===== config.mk =====
export PLATFORM = sky130hd
export DESIGN_NAME = uart_tx_controller
export DESIGN_NICKNAME = d
export VERILOG_FILES = /design/src/rtl/uart_pkg.sv /design/src/rtl/uart_tx_controller_fifo.sv /design/src/rtl/uart_tx_controller.sv
export SDC_FILE = /design/constraint.sdc
export NUM_CORES = 1
export LEC_CHECK = 0
export BUFFER_PORTS_ARGS = -buffer_cell sky130_fd_sc_hd__buf_2
export CAP_MARGIN = 20
export CELL_PAD_IN_SITES_DETAIL_PLACEMENT = 1
export CELL_PAD_IN_SITES_GLOBAL_PLACEMENT = 1
export CORE_ASPECT_RATIO = 1.25
export CORE_MARGIN = 2
export CORE_UTILIZATION = 50
export DETAILED_ROUTE_END_ITERATION = 12
export PLACE_DENSITY_LB_ADDON = 0.25
export SLEW_MARGIN = 20
export SYNTH_ARGS = -nofsm -noshare
export SYNTH_HDL_FRONTEND = slang
export SYNTH_HIERARCHICAL = 1
export SYNTH_SLANG_ARGS = --single-unit

===== constraint.sdc =====
create_clock -name clk -period 6.45 [get_ports clk]
set_clock_uncertainty 0.1 [all_clocks]
set_input_delay 0.645 -clock clk [delete_from_list [all_inputs] [get_ports clk]]
set_output_delay 0.645 -clock clk [all_outputs]
set_load 0.05 [all_outputs]

===== src/rtl/uart_pkg.sv =====
// Shared definitions for the memory-mapped UART transmitter: register offsets,
// STATUS bit positions, transmit FSM states and divisor helpers.
package uart_pkg;

   localparam int DIV_W = 16;

   // Register select values as seen on address[3:2]
   localparam logic [1:0] REG_TXDATA   = 2'd0;
   localparam logic [1:0] REG_STATUS   = 2'd1;
   localparam logic [1:0] REG_BAUD_DIV = 2'd2;

   localparam int STAT_BUSY  = 0;
   localparam int STAT_FULL  = 1;
   localparam int STAT_EMPTY = 2;
   localparam int STAT_IDLE  = 3;

   typedef enum logic [1:0] {
      IDLE  = 2'd0,
      START = 2'd1,
      DATA  = 2'd2,
      STOP  = 2'd3
   } tx_state_e;

   // A zero divisor would stall the baud counter, so it is promoted to 1
   function automatic logic [DIV_W-1:0] sanitize_div(input logic [DIV_W-1:0] d);
      if (d == {DIV_W{1'b0}}) begin
         return {{(DIV_W-1){1'b0}}, 1'b1};
      end else begin
         return d;
      end
   endfunction

endpackage


===== src/rtl/uart_tx_controller_fifo.sv =====
// Synchronous first-word-fall-through FIFO holding bytes awaiting transmission.
// Pointers carry one extra wrap bit to tell full from empty.
module sync_fifo #(
   parameter int WIDTH = 8,
   parameter int DEPTH = 8
) (
   input  logic             clk,
   input  logic             rst,
   input  logic             push,
   input  logic             pop,
   input  logic [WIDTH-1:0] din,
   output logic [WIDTH-1:0] dout,
   output logic             full,
   output logic             empty
);

   localparam int AW = $clog2(DEPTH);

   logic [WIDTH-1:0] mem_r [DEPTH];
   logic [AW:0]      wr_ptr_r;
   logic [AW:0]      rd_ptr_r;
   logic             push_s;
   logic             pop_s;

   assign full   = (wr_ptr_r[AW] != rd_ptr_r[AW]) && (wr_ptr_r[AW-1:0] == rd_ptr_r[AW-1:0]);
   assign empty  = (wr_ptr_r == rd_ptr_r);
   assign push_s = push & ~full;
   assign pop_s  = pop & ~empty;
   assign dout   = mem_r[rd_ptr_r[AW-1:0]];

   // Pointer update; wraps modulo 2*DEPTH
   always_ff @(posedge clk or posedge rst) begin
      if (rst) begin
         wr_ptr_r <= {(AW+1){1'b0}};
         rd_ptr_r <= {(AW+1){1'b0}};
      end else begin
         if (push_s) begin
            wr_ptr_r <= wr_ptr_r + {{AW{1'b0}}, 1'b1};
         end
         if (pop_s) begin
            rd_ptr_r <= rd_ptr_r + {{AW{1'b0}}, 1'b1};
         end
      end
   end

   // Storage write
   always_ff @(posedge clk) begin
      if (push_s) begin
         mem_r[wr_ptr_r[AW-1:0]] <= din;
      end
   end

endmodule


===== src/rtl/uart_tx_controller.sv =====
// Memory-mapped 8N1 UART transmitter: register decode, TX FIFO, baud counter
// and frame FSM. The line output is registered so reset drives it high at once.
module uart_tx_controller
   import uart_pkg::*;
#(
   parameter int FIFO_DEPTH       = 8,
   parameter int DEFAULT_BAUD_DIV = 868
) (
   input  logic        clk,
   input  logic        rst,
   input  logic [31:0] address,
   input  logic [31:0] write_data,
   input  logic [3:0]  byte_enable,
   input  logic        write_enable,
   input  logic        enable,
   output logic [31:0] read_data,
   output logic        ready,
   output logic        tx
);

   localparam logic [DIV_W-1:0] RST_DIV = DIV_W'(DEFAULT_BAUD_DIV);
   localparam logic [DIV_W-1:0] ONE_DIV = {{(DIV_W-1){1'b0}}, 1'b1};

   tx_state_e        state_r, state_nx_s;
   logic [2:0]       bit_cnt_r, bit_cnt_nx_s;
   logic [DIV_W-1:0] baud_cnt_r, baud_cnt_nx_s;
   logic [DIV_W-1:0] div_lat_r, div_lat_nx_s;
   logic [DIV_W-1:0] baud_div_r;
   logic [DIV_W-1:0] baud_wr_val_s;
   logic [7:0]       shift_r, shift_nx_s;
   logic             tx_r;
   logic             line_s;

   logic [1:0]       reg_sel_s;
   logic             wr_access_s;
   logic             txdata_wr_s;
   logic             baud_wr_s;
   logic             ready_s;
   logic             push_s;
   logic             pop_s;
   logic             tick_s;
   logic [7:0]       fifo_dout_s;
   logic             fifo_full_s;
   logic             fifo_empty_s;
   logic [3:0]       status_s;
   logic             unused_s;

   assign reg_sel_s   = address[3:2];
   assign wr_access_s = enable & write_enable;
   assign txdata_wr_s = wr_access_s & (reg_sel_s == REG_TXDATA);
   assign baud_wr_s   = wr_access_s & (reg_sel_s == REG_BAUD_DIV) & (|byte_enable[1:0]);
   assign ready_s     = ~(txdata_wr_s & fifo_full_s);
   assign push_s      = txdata_wr_s & ready_s & byte_enable[0];
   assign ready       = ready_s;
   assign tx          = tx_r;
   assign tick_s      = (baud_cnt_r == {DIV_W{1'b0}});
   assign unused_s    = ^{address[31:4], address[1:0], write_data[31:16], byte_enable[3:2]};

   assign baud_wr_val_s = {byte_enable[1] ? write_data[15:8] : baud_div_r[15:8],
                           byte_enable[0] ? write_data[7:0]  : baud_div_r[7:0]};

   sync_fifo #(
      .WIDTH(8),
      .DEPTH(FIFO_DEPTH)
   ) u_fifo (
      .clk  (clk),
      .rst  (rst),
      .push (push_s),
      .pop  (pop_s),
      .din  (write_data[7:0]),
      .dout (fifo_dout_s),
      .full (fifo_full_s),
      .empty(fifo_empty_s)
   );

   // STATUS assembly and read mux
   always_comb begin
      status_s             = 4'd0;
      status_s[STAT_BUSY]  = (state_r != IDLE);
      status_s[STAT_FULL]  = fifo_full_s;
      status_s[STAT_EMPTY] = fifo_empty_s;
      status_s[STAT_IDLE]  = fifo_empty_s & (state_r == IDLE);
      read_data            = 32'd0;
      case (reg_sel_s)
         REG_STATUS:   read_data = {28'd0, status_s};
         REG_BAUD_DIV: read_data = {16'd0, baud_div_r};
         default:      read_data = 32'd0;
      endcase
   end

   // Divisor register, byte-lane writable
   always_ff @(posedge clk or posedge rst) begin
      if (rst) begin
         baud_div_r <= RST_DIV;
      end else if (baud_wr_s) begin
         baud_div_r <= sanitize_div(baud_wr_val_s);
      end
   end

   // Frame FSM next state; a pop loads the shifter and latches the divisor
   always_comb begin
      state_nx_s    = state_r;
      bit_cnt_nx_s  = bit_cnt_r;
      baud_cnt_nx_s = baud_cnt_r;
      div_lat_nx_s  = div_lat_r;
      shift_nx_s    = shift_r;
      pop_s         = 1'b0;
      line_s        = 1'b1;
      case (state_r)
         IDLE: begin
            if (!fifo_empty_s) begin
               pop_s         = 1'b1;
               shift_nx_s    = fifo_dout_s;
               div_lat_nx_s  = baud_div_r;
               baud_cnt_nx_s = baud_div_r - ONE_DIV;
               state_nx_s    = START;
            end else begin
               state_nx_s    = IDLE;
            end
         end
         START: begin
            line_s = 1'b0;
            if (tick_s) begin
               baud_cnt_nx_s = div_lat_r - ONE_DIV;
               bit_cnt_nx_s  = 3'd0;
               state_nx_s    = DATA;
            end else begin
               baud_cnt_nx_s = baud_cnt_r - ONE_DIV;
            end
         end
         DATA: begin
            line_s = shift_r[0];
            if (tick_s) begin
               baud_cnt_nx_s = div_lat_r - ONE_DIV;
               shift_nx_s    = {1'b0, shift_r[7:1]};
               if (bit_cnt_r == 3'd7) begin
                  state_nx_s = STOP;
               end else begin
                  bit_cnt_nx_s = bit_cnt_r + 3'd1;
               end
            end else begin
               baud_cnt_nx_s = baud_cnt_r - ONE_DIV;
            end
         end
         STOP: begin
            line_s = 1'b1;
            if (tick_s) begin
               if (!fifo_empty_s) begin
                  pop_s         = 1'b1;
                  shift_nx_s    = fifo_dout_s;
                  div_lat_nx_s  = baud_div_r;
                  baud_cnt_nx_s = baud_div_r - ONE_DIV;
                  state_nx_s    = START;
               end else begin
                  state_nx_s    = IDLE;
               end
            end else begin
               baud_cnt_nx_s = baud_cnt_r - ONE_DIV;
            end
         end
         default: begin
            state_nx_s = IDLE;
         end
      endcase
   end

   // FSM, counters and registered line output
   always_ff @(posedge clk or posedge rst) begin
      if (rst) begin
         state_r    <= IDLE;
         bit_cnt_r  <= 3'd0;
         baud_cnt_r <= {DIV_W{1'b0}};
         div_lat_r  <= RST_DIV;
         shift_r    <= 8'd0;
         tx_r       <= 1'b1;
      end else begin
         state_r    <= state_nx_s;
         bit_cnt_r  <= bit_cnt_nx_s;
         baud_cnt_r <= baud_cnt_nx_s;
         div_lat_r  <= div_lat_nx_s;
         shift_r    <= shift_nx_s;
         tx_r       <= line_s;
      end
   end

endmodule


Yosys cells after proc, flatten, opt, wreduce, memory -nomap -nowiden
Memory sizes are Yosys's and may differ from the RTL's.
Cells that the tools add are included.
- register bits after elaboration: 70
- RAM bits: 64
- input bits: 72
- output and inout bits: 34
- word-level logic and storage cells: 89
- memories: 1
- memories (memory ; depth ; width ; rd ports ; clocked after Yosys merged registers in ; wr ports ; RTL line ; text):
    u_fifo.mem_r ; 8 ; 8 ; 1 ; 0 ; 1 ; uart_tx_controller_fifo.sv:19 ; logic [WIDTH-1:0] mem_r [DEPTH];
- add/sub/neg operators: 6
- eq/ne operators: 14
- multiplexer cells: 31
- bitwise operators: 13
- reduce and logical (&&, ||, !) cells: 15
- operators with widths (kind ; number):
    16-bit 2-to-1 mux ; 6
    16-bit one-hot mux with 2 select lines ; 2
    16-bit one-hot mux with 3 select lines ; 1
    16-bit by 1-bit subtractor with 16-bit output, second input constant ; 3
    8-bit 2-to-1 mux ; 5
    16-bit zero test ; 2
    8-bit one-hot mux with 3 select lines ; 1
    1-bit bitwise AND ; 10
    2-bit != test, second input constant ; 5
    3-bit 2-to-1 mux ; 3
    4-bit by 1-bit adder with 4-bit output, second input constant ; 2
    2-bit 2-to-1 mux ; 4
    2-bit one-hot mux with 4 select lines ; 1
    4-bit AND reduction ; 2
    2-bit == test, second input constant ; 3
    3-bit one-hot mux with 2 select lines ; 1
    2-bit nonzero test ; 3
    1-bit 2-to-1 mux ; 5
    2-bit by 1-bit == test with 1-bit output, second input constant ; 2
    4-bit == test ; 1
    2-bit zero test ; 2
    1-bit one-hot mux with 2 select lines ; 2
    2-bit OR reduction ; 2
    3-bit by 1-bit adder with 3-bit output, second input constant ; 1
    8 further kinds ; 10

Logic depth before layout (Yosys ltp)
Gate-level depths: netlist of the first run.
- word-level depth: 9
- mapped depth: 11
- gate-level depth less buffers: 9

By module
The synthesis of the first run kept the hierarchy.
- modules (own cells, without submodules) (module ; times used ; cells each ; area an instance (µm²) ; seq. area each (µm²)):
    uart_tx_controller ; 1 ; 474 ; 4400.5 ; 1565.3
    sync_fifo ; 1 ; 152 ; 3056.7 ; 2122.0

Worst setup path after synthesis of the first run
OpenSTA, ideal clock, no wires.
- path type: flip-flop to output port
- from: register u_fifo.wr_ptr_r[1]
- to: output read_data[3]
- arrival: 2.501 ns
- path slack: 3.204 ns
- stages on the path, launching flop included: 8
- path buffers: 3
- cells stage by stage: dfrtp_1 buf_2 xor2_2 nor4_1 clkbuf_1 buf_1 a32oi_1 nor2b_1
- cells in the longest elaborated chain, start to end: 3
- ends and longest elaborated chain (element ; RTL line ; text):
    start, declared ; uart_tx_controller_fifo.sv:20 ; logic [AW:0] wr_ptr_r;
    start signal, assigned ; uart_tx_controller_fifo.sv:34 ; wr_ptr_r <= {(AW+1){1'b0}};
    start signal, assigned ; uart_tx_controller_fifo.sv:38 ; wr_ptr_r <= wr_ptr_r + {{AW{1'b0}}, 1'b1};
    4-bit == test ; uart_tx_controller_fifo.sv:26 ; assign empty = (wr_ptr_r == rd_ptr_r);
    named net fifo_empty_s ; uart_tx_controller.sv:44 ; logic fifo_empty_s;
    1-bit bitwise AND ; uart_tx_controller.sv:82 ; status_s[STAT_IDLE] = fifo_empty_s & (state_r == IDLE);
    16-bit one-hot mux with 2 select lines ; uart_tx_controller.sv:84 ; case (reg_sel_s)
    end, declared ; uart_tx_controller.sv:16 ; output logic [31:0] read_data,
The timed path passes the listed nets, and every way through them passes these cells.

Worst setup path after layout of the first run
- from: register u_fifo.rd_ptr_r[1]
- to: output read_data[3]
- cells in the longest elaborated chain, start to end: 3
- ends and longest elaborated chain (element ; RTL line ; text):
    start, declared ; uart_tx_controller_fifo.sv:21 ; logic [AW:0] rd_ptr_r;
    start signal, assigned ; uart_tx_controller_fifo.sv:35 ; rd_ptr_r <= {(AW+1){1'b0}};
    start signal, assigned ; uart_tx_controller_fifo.sv:41 ; rd_ptr_r <= rd_ptr_r + {{AW{1'b0}}, 1'b1};
    4-bit == test ; uart_tx_controller_fifo.sv:26 ;
    named net fifo_empty_s ; uart_tx_controller.sv:44 ;
    1-bit bitwise AND ; uart_tx_controller.sv:82 ;
    16-bit one-hot mux with 2 select lines ; uart_tx_controller.sv:84 ;
The timed path passes the listed nets, and every way through them passes these cells.

==> metrics.md, run 1 <==
| Metric | Value |
|---|---|
| Synth top area cells | `edfxtp_1 (26%), dfrtp_1 (20%), mux2_2 (4.8%)` |
| Die area | `15,900 um^2` |
| Wire length per cell | `22.4 um` |
| Hold_ws | `0.0846 ns` |
| Final global-route overflow total | `0` |
| Hold crit path type | `primary input to async pin` |
| Vias in the first global route | `5,781` |
| Post-Route WL | `19.0 mm` |
| FF+latch count, synth | `about 130` |
| WP data required | `5.70 ns` |
| Largest net degree at the start of global routing | `between 60 and 70` |
| Reg2reg path depth | `6` |
| Leakage | `0.00318 uW` |
| Layout Area Growth over Synthesis | `11.1%` |
| FP Rows | `49` |
| Failing checks | `DRC` |
| Post-Synthesis Cells | `626` |
| Peak supply drop | `0.211 mV` |
| Chip height | `141 um` |
| Slew headroom | `0.336` |
| Switch share | `0.417` |
| Clock transition at path regs | `0.06 ns` |
| Pwr/cell area | `499 nW/um^2` |
| Syn. warnings | `6` |
| Critical Path Max Stage Delay | `0.99 ns` |
| Setup violations, final | `0` |
| Nature of the critical path endpoint | `output port` |
| Slew @ Worst Pin | `0.996 ns` |
| H-tree depth | `4` |
| Routability Congestion | `0.835` |
| HPWL after detailed placement | `around 14 mm` |
| Post-Place Cells | `819` |
| Combinational share of power | `0.447` |
| GR Util All Layers | `0.254` |
| Clock network power share | `0.221` |
| Filler Cells Inserted | `1,509` |
| CP Buf/Inv Count | `1` |
| CTS tree | `done` |
| Post-synth EDFFs | `64` |
| Clk root buf | `clkbuf_16` |
| Max clock buf depth | `2` |
| FFs w/ async S/R, synth | `0.522` |
| Vias per cell | `6.10` |
| Outcome | `complete, but fails checks` |
| Final std cells w/o fill | `between 800 and 900` |
| Critical path type | `flip-flop to output port` |
| Internal power | `2410 uW` |
| Net switching power | `approximately 1700 uW` |
| Sequential area share after synthesis | `0.494` |
| Max Freq | `0.247 GHz` |
| Post-Synthesis Cell Area | `7460 um^2` |
| Crit-path max FO | `21` |
| CORE AREA | `14,500 um^2` |
| DR pass1 iterations | `8` |
| Initial core utilization | `0.515` |
| Post-synth top area cell | `edfxtp_1` |
| Hold_buf cts | `0` |
| Layout cells sized above 1 | `0.239` |
| Via count | `5,188` |
| Crit start category | `flip-flop` |
| Setup Fix Bufs, Post-CTS | `0` |
| Routed Antenna Nets | `0` |
| Die width | `between 100 and 150 um` |
| Period minus WS final | `4.04 ns` |
| CTS buffer count | `17` |
| Port bufs | `41` |
| Post-synth cell types | `68` |
| Max-Cap Viols | `0` |
| Final worst-path cycle share | `0.627` |
| Crit path depth | `5` |
| Initial drt markers | `311` |
| Top Family by Delay on Critical Path | `simple AND/OR/NAND/NOR gates` |
| Initial antenna violation count | `0` |
| Slowest stage cell, crit path | `dfrtp_1` |
| PostCTS Resize Cnt | `0` |
| CP arrival | `~3.3 ns` |
| Clk sinks | `between 100 and 150` |
| Final #Nets | `around 750` |
| RSZ-0062 raised after global routing | `false` |
| Crit-path cells | `xor2_2 -> nor4_2 -> a32oi_1 -> nor2b_1 -> buf_2` |
| Hold Vio Cnt, Final | `0` |
| Seq pwr share | `0.332` |
| First-pass GRT wire length | `30.8 mm` |
| Max-slew violations | `0` |
| Main flop type after synthesis | `edfxtp_1` |
| Top Ports | `106` |
| Sum of negative setup slack | `0 ns` |
| Avg Inst Size Synth | `11.9 um^2` |
| # diodes | `0` |
| Worst skew pair latency | `roughly 0.44 ns` |
| Share of the synthesized area in the top cell type | `0.258` |
| DRC violations left | `1` |
==> area by class of cell <==
class / instances / area [um^2] / share of cell area
clock buffer: 21 / 450 / 0.0544
clock inverter: 11 / 105 / 0.0127
inverter: 25 / 93.8 / 0.0113
multi-input combinational: 432 / 3450 / 0.417
sequential: 134 / 3690 / 0.445
tap: 178 / 223 / 0.0269
timing repair buffer: 50 / 270 / 0.0326
==> path summary, 6_finish.rpt <==
check	slack [ns]	endpoint	from
hold / removal	0.08	u_fifo/wr_ptr_r[0]	rst
setup / recovery	2.41	read_data[3]	u_fifo/rd_ptr_r[1]
hold reg to reg	0.40	shift_r[5]	shift_r[5]
max in group asynchronous	5.32	state_r[0]	rst
setup reg to reg	2.54	u_fifo/mem_r[6][5]	u_fifo/rd_ptr_r[1]
min in group clk	0.35	baud_div_r[12]	write_data[12]
==> cell families (layout without fill, tap and decap cells) <==
kind of cell,after synthesis,in the layout,share of synthesized area
other cells,1,16,0.000503
buf+inv,75,107,0.0517
fa+ha+maj,17,17,0.0285
compound gates,111,111,0.112
mux,69,69,0.129
xor+xnor,42,42,0.0523
flops,134,134,0.494
simple gates,177,177,0.131
==> flip-flops by register name, indices dropped and copies added (netlist names) <==
name,count
shift_r,8
u_fifo/mem_r,64
bit_cnt_r,3
tx,1
state_r,2
baud_div_r,16
u_fifo/wr_ptr_r,4
u_fifo/rd_ptr_r,4
div_lat_r,16
baud_cnt_r,16
==> through the flow <==
step,instance area (um^2),setup slack (ns),power [uW],utilization
after floorplan,7510,3.20,2770,-
after global placement,7720,2.36,3120,0.533
after detailed placement,7730,2.56,3230,0.534
after CTS,8280,2.45,4160,0.572
after global routing,8280,2.19,4380,0.572
final,8280,2.41,4130,0.572
==> cell usage after synthesis (4+ instances only) <==
| library cell | number |
|---|---|
| buf_4 | 18 |
| buf_2 | 5 |
| inv_1 | 25 |
| dfrtp_1 | 59 |
| xor2_1 | 9 |
| o21ai_0 | 29 |
| mux2_2 | 32 |
| a22oi_1 | 13 |
| mux2_4 | 6 |
| nand3_1 | 10 |
| o211ai_1 | 11 |
| nand2b_1 | 10 |
| buf_6 | 4 |
| and2_1 | 12 |
| or4_1 | 5 |
| nor2b_1 | 4 |
| xnor2_1 | 30 |
| a21oi_1 | 11 |
| nand2_1 | 42 |
| nor4_1 | 13 |
| nand4_1 | 8 |
| mux4_2 | 16 |
| clkbuf_1 | 21 |
| mux2i_1 | 13 |
| ha_1 | 17 |
| nor3_1 | 25 |
| o221ai_1 | 9 |
| nor2_1 | 27 |
| a32oi_1 | 4 |
| o31ai_1 | 5 |
| dfstp_2 | 11 |
| edfxtp_1 | 64 |
==> metal layers <==
| layer | global-route usage | share of wire | up-vias |
|---|---|---|---|
| met2 | 0.462 | 0.55 | 105 |
| met5 | 0 | 0 | - |
| met4 | 0.117 | 0.032 | 0 |
| met1 | 0.289 | 0.39 | 2658 |
| li1 | - | - | 2384 |
| met3 | 0.0441 | 0.030 | 41 |
==> power by group through the flow <==
stage / sequential, uW / combinational, uW / clock [uW]
finish: 1370 / 1850 / 912
global route: 1410 / 2020 / 955
global placement: 1370 / 1750 / 0
detailed placement: 1390 / 1840 / 0
floorplan: 1260 / 1520 / 0
CTS: 1370 / 1850 / 928
==> cells in the final DEF (no fill, tap or decap), types with 4 or more instances in the layout <==
cell type,instances
inv_1,24
ha_1,17
conb_1,16
nor2b_1,4
a21oi_1,11
mux4_2,16
xnor2_1,30
edfxtp_1,64
dfstp_2,11
dfrtp_1,59
o21ai_0,29
nand2b_1,10
o31ai_1,5
a22oi_1,13
o221ai_1,9
mux2_4,6
buf_4,8
o211ai_1,11
nand3_1,10
nor2_1,27
clkbuf_16,17
xor2_1,9
or4_1,5
nand4_1,8
buf_2,42
a32oi_1,4
clkinv_4,5
nor4_1,12
mux2_2,32
mux2i_1,13
and2_1,12
nor3_1,24
nand2_1,42
Note: power is estimated with default switching activity, not from simulation.
==> inputs of run 2 (changes only) <==
Settings changed: ABC_AREA from default to 1, CORE_UTILIZATION 50 to 39.
Clock period 6.45 ns to 3.3 ns, I/O delays scaled along.
==> metrics.md, run 2 <==
| Metric | Value |
|---|---|
| Period minus WS final | `2.78 ns` |
| Die width | `132 um (+16%)` |
| FFs w/ async S/R, synth | `0.522 (unchanged)` |
| Largest net degree at the start of global routing | `34 (-46%)` |
| Syn. warnings | `6 (unchanged)` |
| Final global-route overflow total | `0 (unchanged)` |
| Hold_buf cts | `1 (+1)` |
| Max clock buf depth | `2 (unchanged)` |
| Leakage | `0.00411 uW (+29%)` |
| Max Freq | `0.359 GHz` |
| Vias per cell | `5.00 (-18%)` |
| Max-Cap Viols | `0 (unchanged)` |
| Slowest stage cell, crit path | `dfrtp_1` |
| Layout Area Growth over Synthesis | `13.5%` |
| Final #Nets | `1,126 (+50%)` |
| Clk sinks | `134 (unchanged)` |
| H-tree depth | `4 (unchanged)` |
| RR Startpoint | `u_fifo/wr_ptr_r[2]` |
| PostCTS Resize Cnt | `0 (unchanged)` |
| CP arrival | `2.35 ns (-0.95 ns)` |
| Top Ports | `106 (unchanged)` |
| Routability Congestion | `0.838 (+0.35%)` |
| Chip height | `163 um (+16%)` |
| Hold path cells | `3` |
| Hold Vio Cnt, Final | `0 (unchanged)` |
| Sequential area share after synthesis | `0.465 (-0.0293)` |
| Internal power | `4590 uW (+91%)` |
| Switch share | `0.473 (+0.0559)` |
| DR pass1 iterations | `4 (-4)` |
| CTS buffer count | `17 (unchanged)` |
| Post-Synthesis Cells | `988 (+58%)` |
| Crit path from | `u_fifo/wr_ptr_r[2]` |
| RSZ-0062 raised after global routing | `false` |
| Slew @ Worst Pin | `0.676 ns (-0.320 ns)` |
| Vias in the first global route | `6,884 (+19%)` |
| Post-synth EDFFs | `64 (unchanged)` |
| Most common cell after layout, fill and taps aside | `nand2_1` |
| Commonest non-fill, non-tap cells in the layout | `nand2_1 (264), nor2_1 (131), inv_1 (95)` |
| Setup violations, final | `0 (unchanged)` |
| Initial drt markers | `291 (-6.4%)` |
| Main flop type after synthesis | `edfxtp_1` |
| Max reg flops | `64 (unchanged)` |
| Clock transition at path regs | `0.07 ns (about the same)` |
| Post-Synthesis Cell Area | `7930 um^2 (+6.3%)` |
| DRC violations left | `0 (-1)` |
| Max-slew violations | `0 (unchanged)` |
| Critical path type | `flip-flop to output port` |
| Reg2reg path depth | `12 (+6)` |
| Seq pwr share | `0.300 (-0.032)` |
| HPWL after detailed placement | `16.7 mm (+21%)` |
| Post-synth top area cell | `edfxtp_1` |
| Slew headroom | `0.545 (+0.209)` |
| Initial core utilization | `0.396 (-0.120)` |
| Critical Path Max Stage Delay | `0.49 ns (-0.50 ns)` |
| Pwr/cell area | `969 nW/um^2 (+94%)` |
| Layout cells sized above 1 | `0.155 (-0.0840)` |
| Wire length per cell | `17.1 um (-24%)` |
| Filler Cells Inserted | `2,522 (+67%)` |
| CORE AREA | `20,000 um^2 (+38%)` |
| Outcome | `finished clean` |
| Routed Antenna Nets | `0 (unchanged)` |
| Via count | `6,598 (+27%)` |
| Most common cell in the netlist | `nand2_1` |
| Clk root buf | `clkbuf_16` |
| Avg Inst Size Synth | `8.02 um^2 (-33%)` |
| Port bufs | `41 (unchanged)` |
| Hold crit path type | `primary input to flip-flop` |
| FF+latch count, synth | `134 (unchanged)` |
| Combinational share of power | `0.467 (+0.020)` |
| Share of the synthesized area in the top cell type | `0.242 (-0.0153)` |
| Sum of negative setup slack | `0 ns (unchanged)` |
| Crit-path max FO | `9 (-57%)` |
| Worst skew pair latency | `0.43 ns (about the same)` |
| Net switching power | `4120 uW (+140%)` |
| Post-synth cell types | `40 (-41%)` |
| Most frequent cells after synthesis | `nand2_1 (264), nor2_1 (131), inv_1 (96)` |
| Die area | `21,500 um^2 (+35%)` |
| First-pass GRT wire length | `36.1 mm (+17%)` |
| CTS tree | `done` |
| Setup Fix Bufs, Post-CTS | `0 (unchanged)` |
| RR Endpoint | `u_fifo/rd_ptr_r[1]` |
| Peak supply drop | `0.413 mV (+96%)` |
| Crit start category | `flip-flop` |
| Synth top area cells | `edfxtp_1 (24%), dfrtp_1 (19%), nand2_1 (13%)` |
| Critical Path End | `read_data[3]` |
| GR Util All Layers | `0.218 (-0.0364)` |
| FF-to-FF setup slack | `0.64 ns (-1.90 ns)` |
| WP data required | `2.87 ns (-2.83 ns)` |
| Total Power | `8710 uW (+110%)` |
| Nature of the critical path endpoint | `output port` |
| Final core utilization | `0.449 (-0.123)` |
| Final worst-path cycle share | `0.844` |
| # diodes | `0 (unchanged)` |
| FP Rows | `58 (+18%)` |
| Crit-path cells | `inv_2 -> nand2_1 -> nand2_2 -> inv_1 -> nor2_1 -> nand2_2 -> inv_1 -> nand3_1 -> a21oi_1 -> buf_2` |
| Clock network power share | `0.233 (+0.012)` |
| Post-Route WL | `22.5 mm (+18%)` |
| Initial antenna violation count | `0 (unchanged)` |
[run 2: changes by cell type after synthesis, sizes merged, moves of 17 or more]
cell / previous run / this run
nor2: 27 / 144
nor3: 25 / 3
nand3: 10 / 72
inv: 25 / 103
mux2: 40 / 0
o21ai: 30 / 79
nand2: 42 / 280
xnor2: 30 / 2
a21oi: 11 / 28
[run 2: layout make-up]
cell class	count	area (um^2)	share of cell area
inverter	105	397	0.0441
clock inverter	15	199	0.0221
sequential	134	3690	0.410
clock buffer	17	425	0.0473
multi-input combinational	718	3590	0.399
timing repair buffer	61	358	0.0398
tap	270	338	0.0376
[run 2: layer usage]
metal	global-route usage	wire length, um	up-vias
met4	0.102	817	0
met3	0.0338	618	40
met2	0.419	12200	94
met1	0.233	8850	3181
met5	0	0	-
li1	-	-	3283
[run 2: worst min-delay path by stage]
stage / start / slack (ns) / end
2_1_floorplan: rst / 0.05 / u_fifo/rd_ptr_r[0]
4_1_cts: write_data[14] / 0.09 / baud_div_r[14]
3_5_place_dp: rst / 0.24 / u_fifo/wr_ptr_r[2]
3_3_place_gp: rst / 0.25 / u_fifo/wr_ptr_r[2]
5_1_grt: write_data[1] / 0.13 / u_fifo/mem_r[1][1]
6_report: write_data[14] / 0.11 / baud_div_r[14]
[run 2: per-stage QoR]
stage / cells / cell area, um^2 / setup WS [ns] / hold slack [ns]
detailed placement: 1287 / 8360 / 0.719 / 0.243
global route: 1320 / 8990 / 0.334 / 0.128
floorplan: 1003 / 7980 / 0.612 / 0.0457
global placement: 1287 / 8360 / 0.786 / 0.247
CTS: 1320 / 8990 / 0.510 / 0.0899
finish: 1320 / 8990 / 0.516 / 0.105
[run 2: power groups by stage]
stage,sequential (uW),clock [uW],combinational (uW)
after floorplan,2530,0,3150
after global placement,2650,0,3990
after detailed placement,2650,0,4080
after CTS,2620,2070,4130
after global routing,2690,2130,4590
final,2620,2030,4070
[run 2: kinds of logic after synthesis]
family,after synthesis,share of synthesized area
AO/OA/AOI/OAI,135,0.100
multiplexers,15,0.0189
AND/OR/NAND/NOR,516,0.279
buffers and inverters,151,0.0889
adder cells (fa/ha/maj),17,0.0268
XOR/XNOR,19,0.0210
flip-flops,134,0.465
other,1,0.000473
[run 2: critical path, delay by kind of cell (launching register included)]
family	cells	cell delay, ns
compound gates	1	0.18
buf+inv	4	0.75
flops	1	0.49
simple gates	5	0.52
